[src/rtl/handshake_arb_pkg.sv]
// Shared helpers for the constant-token round-robin arbiter: index sizing and
// pointer wrap-around arithmetic.
package handshake_arb_pkg;

   // Width of a requester index, never narrower than one bit.
   function automatic int idx_width(input int n);
      return (n <= 32'sd1) ? 32'sd1 : $clog2(n);
   endfunction

   // Next round-robin start position after granting idx among n requesters.
   function automatic int wrap_inc(input int idx, input int n);
      return (idx >= n - 32'sd1) ? 32'sd0 : idx + 32'sd1;
   endfunction

endpackage

[src/rtl/handshake_rr_grant.sv]
// Combinational round-robin priority encoder: the lowest set request at or
// after ptr wins, wrapping past the top via a doubled request vector.
module handshake_rr_grant
   import handshake_arb_pkg::*;
#(
   parameter int N_REQ = 4,
   parameter int IDX_W = idx_width(N_REQ)
) (
   input  logic [N_REQ-1:0] req,
   input  logic [IDX_W-1:0] ptr,
   output logic             gnt_valid,
   output logic [IDX_W-1:0] gnt_idx
);

   logic [2*N_REQ-1:0] dbl_s;

   // Descending scan so the lowest unmasked position is the one left standing.
   always_comb begin
      gnt_valid = 1'b0;
      gnt_idx   = {IDX_W{1'b0}};
      dbl_s     = {req, req};
      for (int j = 2*N_REQ - 1; j >= 0; j--) begin
         if (dbl_s[j] && (j >= int'(ptr))) begin
            gnt_valid = 1'b1;
            gnt_idx   = IDX_W'(j % N_REQ);
         end else begin
            gnt_valid = gnt_valid;
         end
      end
   end

endmodule

[src/rtl/handshake_const_rr_arbiter.sv]
// Shares one constant-token source among N_REQ control channels: a round-robin
// grant picks one requester per transfer and a registered stage emits the constant.
module handshake_const_rr_arbiter
   import handshake_arb_pkg::*;
#(
   parameter int          DATA_WIDTH  = 32,
   parameter int          N_REQ       = 4,
   parameter logic [31:0] CONST_VALUE = 32'h0000064E,
   parameter int          IDX_W       = idx_width(N_REQ)
) (
   input  logic                  clk,
   input  logic                  rst,
   input  logic [N_REQ-1:0]      ins_valid,
   output logic [N_REQ-1:0]      ins_ready,
   output logic [DATA_WIDTH-1:0] outs,
   output logic [IDX_W-1:0]      outs_index,
   output logic                  outs_valid,
   input  logic                  outs_ready
);

   localparam logic [DATA_WIDTH-1:0] CONST_D = DATA_WIDTH'(CONST_VALUE);

   logic [IDX_W-1:0]      ptr_r;
   logic [DATA_WIDTH-1:0] outs_r;
   logic [IDX_W-1:0]      outs_index_r;
   logic                  outs_valid_r;
   logic                  load_en_s;
   logic                  take_s;
   logic                  gnt_valid_s;
   logic [IDX_W-1:0]      gnt_idx_s;

   handshake_rr_grant #(
      .N_REQ (N_REQ),
      .IDX_W (IDX_W)
   ) u_grant (
      .req       (ins_valid),
      .ptr       (ptr_r),
      .gnt_valid (gnt_valid_s),
      .gnt_idx   (gnt_idx_s)
   );

   // Gating with rst keeps every ready low while reset is asserted.
   assign load_en_s = rst && (!outs_valid_r || outs_ready);

   // One-hot accept for the granted requester when the output stage can load.
   always_comb begin
      ins_ready = {N_REQ{1'b0}};
      for (int i = 0; i < N_REQ; i++) begin
         ins_ready[i] = load_en_s && gnt_valid_s && (gnt_idx_s == IDX_W'(i)) && ins_valid[i];
      end
   end

   assign take_s = |ins_ready;

   // Output register and round-robin pointer; pointer moves only on a real transfer.
   always_ff @(posedge clk or negedge rst) begin
      if (!rst) begin
         ptr_r        <= {IDX_W{1'b0}};
         outs_r       <= {DATA_WIDTH{1'b0}};
         outs_index_r <= {IDX_W{1'b0}};
         outs_valid_r <= 1'b0;
      end else if (take_s) begin
         outs_r       <= CONST_D;
         outs_index_r <= gnt_idx_s;
         outs_valid_r <= 1'b1;
         ptr_r        <= IDX_W'(wrap_inc(int'(gnt_idx_s), N_REQ));
      end else if (outs_ready) begin
         outs_valid_r <= 1'b0;
      end else begin
         outs_valid_r <= outs_valid_r;
      end
   end

   assign outs       = outs_r;
   assign outs_index = outs_index_r;
   assign outs_valid = outs_valid_r;

endmodule

[config.mk]
export PLATFORM = sky130hd
export DESIGN_NAME = handshake_const_rr_arbiter
export DESIGN_NICKNAME = d
export VERILOG_FILES = /design/src/rtl/handshake_arb_pkg.sv /design/src/rtl/handshake_rr_grant.sv /design/src/rtl/handshake_const_rr_arbiter.sv
export SDC_FILE = /design/constraint.sdc
export NUM_CORES = 1
export LEC_CHECK = 0
export CAP_MARGIN = 20
export CORE_MARGIN = 2
export CORE_UTILIZATION = 31
export DETAILED_ROUTE_END_ITERATION = 8
export PLACE_DENSITY_LB_ADDON = 0.2
export SLEW_MARGIN = 0
export SYNTH_ARGS = -nofsm -noshare
export SYNTH_HDL_FRONTEND = slang
export SYNTH_SLANG_ARGS = --single-unit
[constraint.sdc]
create_clock -name clk -period 2.3 [get_ports clk]
set_input_delay 0.23 -clock clk [delete_from_list [all_inputs] [get_ports clk]]
set_output_delay 0.23 -clock clk [all_outputs]
set_load 0.02 [all_outputs]
==> results.yml <==
grt:
  grt_pass1_wl_mm: 2.04
  grt_max_degree: 9
  antenna_found_initial: 0
  grt.overflow.total: 0
  grt.total_usage_pct: 11.0
  grt_pass1_vias: 458
placed_design:
  routabilityCongestion: 0.794
  numPortBuffers: 19
  dp_hpwl_mm: 1.06
  placed_area_sq_um: 846
routing:
  wl_mm: 1.24
  wl_per_cell_microns: 9.34
  drtIter0Drc: 6
  antenna_left: 0
  vias_per_cell: 4.09
  drc_errors: 0
  vias: 544
  firstDrtPassIters: 4
critical_path:
  rr_startpoint: "ptr_r[1]"
  crit_arrival_ps: 2010
  crit_type: "input port to primary output"
  r2r_slack_ps: 160
  reg2reg_depth: 9
  crit_fanout: 3
  worstSetupStartpointType: "input port"
  required_ps: 2070
  r2r_end: "ptr_r[1]"
  end_kind: "primary output"
sta:
  drv_slew: 0
  finalCritPeriodShare_pct: 97.2
  setup_viol: 0
  rsz0062_at_grt: "no"
  fin_setup_tns_ps: 0
  max_freq_ghz: 0.447
  finalHoldViolations: 0
  finalCriticalPeriod_ps: 2240
  fin_worst_skew_ps: 1.71
power_and_ir_drop:
  power_frac_seq_pct: 26.1
  p_clk_share_pct: 12.7
  p_switching_mw: 0.299
  power_leakage_nw: 0.448
  peakVddDrop_mv: 0.407
  pwr-share-comb_pct: 61.2
  p_int_mw: 0.445
  powerDensity_nw_per_um2: 864
  switching_share_pct: 40.2
yosys:
  synth_common_cells: "buf_4 (31), dfrtp_1 (6)"
  synth_top_area_share_pct: 35.5
  yosys-top-cells-area: "buf_4 (35%), dfrtp_1 (23%), mux2i_1 (3.1%)"
  synth-seq-cells: 6
  yosysTopAreaCell: "buf_4"
  synth.most_common_cell: "buf_4"
  ys_seq_area_share_pct: 22.9
  yosys_warnings: 0
  synth.cell_area_sq_um: 656
  ys_types: 27
  syn_inst: 76
  ys.flop_type: "dfrtp_1"
  synth-edff-count: 0
  syn_area_per_cell_sq_um: 8.63
  async_reset_ff_share_pct: 100
flow_run:
  max_cap_violations: 0
worst_hold_path:
  worstHoldPathType: "input port to asynchronous set/reset pin"
clock_network:
  cts_buffer_depth: 2
  path_clk_slew_ps: 40
  cts_root_buf: "clkbuf_4"
  clk_latency_ps: 240
  cts_tree: "yes"
  cts.sinks: 6
  cts_htree_levels: 1
  cts_inserted_buffers: 3
layout:
  area_delta_synth_final_pct: 31.3
  stdcell_area_sq_um: 861
  final_layout_size_suffix_gt1_share_pct: 27.4
  antenna_cells: 0
  nets: 116
die:
  core_area_sq_um: 1980
  fp.dieH_microns: 50.0
  ios: 46
  chipWidth_microns: 50.0
  start_util_pct: 33.1
  placementRows: 16
  dieArea_sq_um: 2500
status:
  outcome: "finished clean"
[registers in the layout, summed over array words and instances (netlist names)]
signal,cells
outs,1
outs_index,2
outs_valid,1
ptr_r,2
[worst max-delay path: stages]
cell and delay (ps):
clkdlybuf4s50_1 410, or4_1 520, and3_4 200, and2_2 190, and3_1 170, clkdlybuf4s15_1 280
[placed cells by master (no fill, tap or decap)]
cell | synthesis | routed
o21ai_0 | 2 | 1
o21ai_1 | 0 | 1
nand2_1 | 3 | 3
clkdlybuf4s15_1 | 0 | 2
a221oi_2 | 1 | 1
mux2_4 | 1 | 1
clkdlybuf4s50_1 | 0 | 13
nor2_1 | 2 | 2
clkbuf_4 | 0 | 3
inv_1 | 3 | 3
buf_4 | 31 | 14
ha_1 | 1 | 1
mux2i_1 | 2 | 2
and3_1 | 3 | 3
or2_1 | 1 | 1
a31o_2 | 1 | 1
dfrtp_2 | 0 | 1
and3_4 | 1 | 1
dlygate4sd2_1 | 0 | 3
clkbuf_2 | 0 | 1
nand2_2 | 2 | 2
nor3_1 | 1 | 1
o22a_2 | 1 | 1
nand2b_1 | 3 | 3
and2_1 | 1 | 1
and2_2 | 1 | 1
a21oi_1 | 2 | 2
a22o_2 | 1 | 1
or4_1 | 1 | 1
nand3_1 | 2 | 2
or2b_1 | 1 | 1
dfrtp_1 | 6 | 5
o21ai_4 | 1 | 1
conb_1 | 1 | 26
[timing repair]
item,CTS,global route
buffers inserted,0,0
pin swaps,0,1
hold buffers,0,0
setup endpoints to repair,4,3
resized for setup,7,5
[logic make-up after synthesis]
logic type | count (synthesis) | synth area share (%)
AOI/OAI and AO/OA | 9 | 12.2
adders and majority gates | 1 | 1.91
buffers and inverters | 34 | 37.2
DFF | 6 | 22.9
muxes | 3 | 5.34
other | 1 | 0.572
and+or+nand+nor | 22 | 19.8
[power by group through the flow]
stage	registers [mW]	logic [mW]	clock network, mW
floorplan	0.220	0.266	0
global placement	0.192	0.463	0
detailed placement	0.193	0.460	0
CTS	0.194	0.458	0.100
global route	0.202	0.499	0.108
finish	0.194	0.455	0.0946
[cell type report]
cell class | count | area, sq um
Sequential cell | 6 | 151
Inverter | 3 | 11.3
Clock buffer | 3 | 22.5
Fill cell | 200 | 1120
Tap cell | 27 | 33.8
Timing Repair Buffer | 33 | 287
Multi-Input combinational cell | 61 | 355
[per-stage QoR]
step	total power, mW	hold WS [ps]	setup slack [ps]	cells	utilization (%)
final	0.744	326	64.3	133	43.4
after floorplan	0.486	-65.6	92.8	101	-
after global placement	0.655	465	-299	130	42.7
after global routing	0.809	348	12.0	133	43.4
after detailed placement	0.654	464	-288	130	42.7
after CTS	0.752	331	9.10	133	43.5
[per-layer routing]
metal  part of all wire, %  wire length [microns]  vias up  track usage [%]
li1                      -                      -      260                -
met5                     0                      0        -                0
met3                   9.2                    114        0             5.76
met2                    50                    620       31             17.3
met1                    41                    508      253             12.9
met4                     0                      0        0             2.78
[how the worst max path moves through the flow]
stage                       from  slack [ps]  depth (start not counted)            to
floorplan               ptr_r[1]          90                          9      ptr_r[1]
global placement    ins_valid[3]        -300                         10  ins_ready[0]
detailed placement  ins_valid[3]        -290                         10  ins_ready[0]
CTS                     ptr_r[1]           9                          7  ins_ready[0]
global route        ins_valid[2]          10                          6  ins_ready[3]
finish              ins_valid[2]          60                          6  ins_ready[3]
No activity file was read; power rests on OpenSTA's default activity.
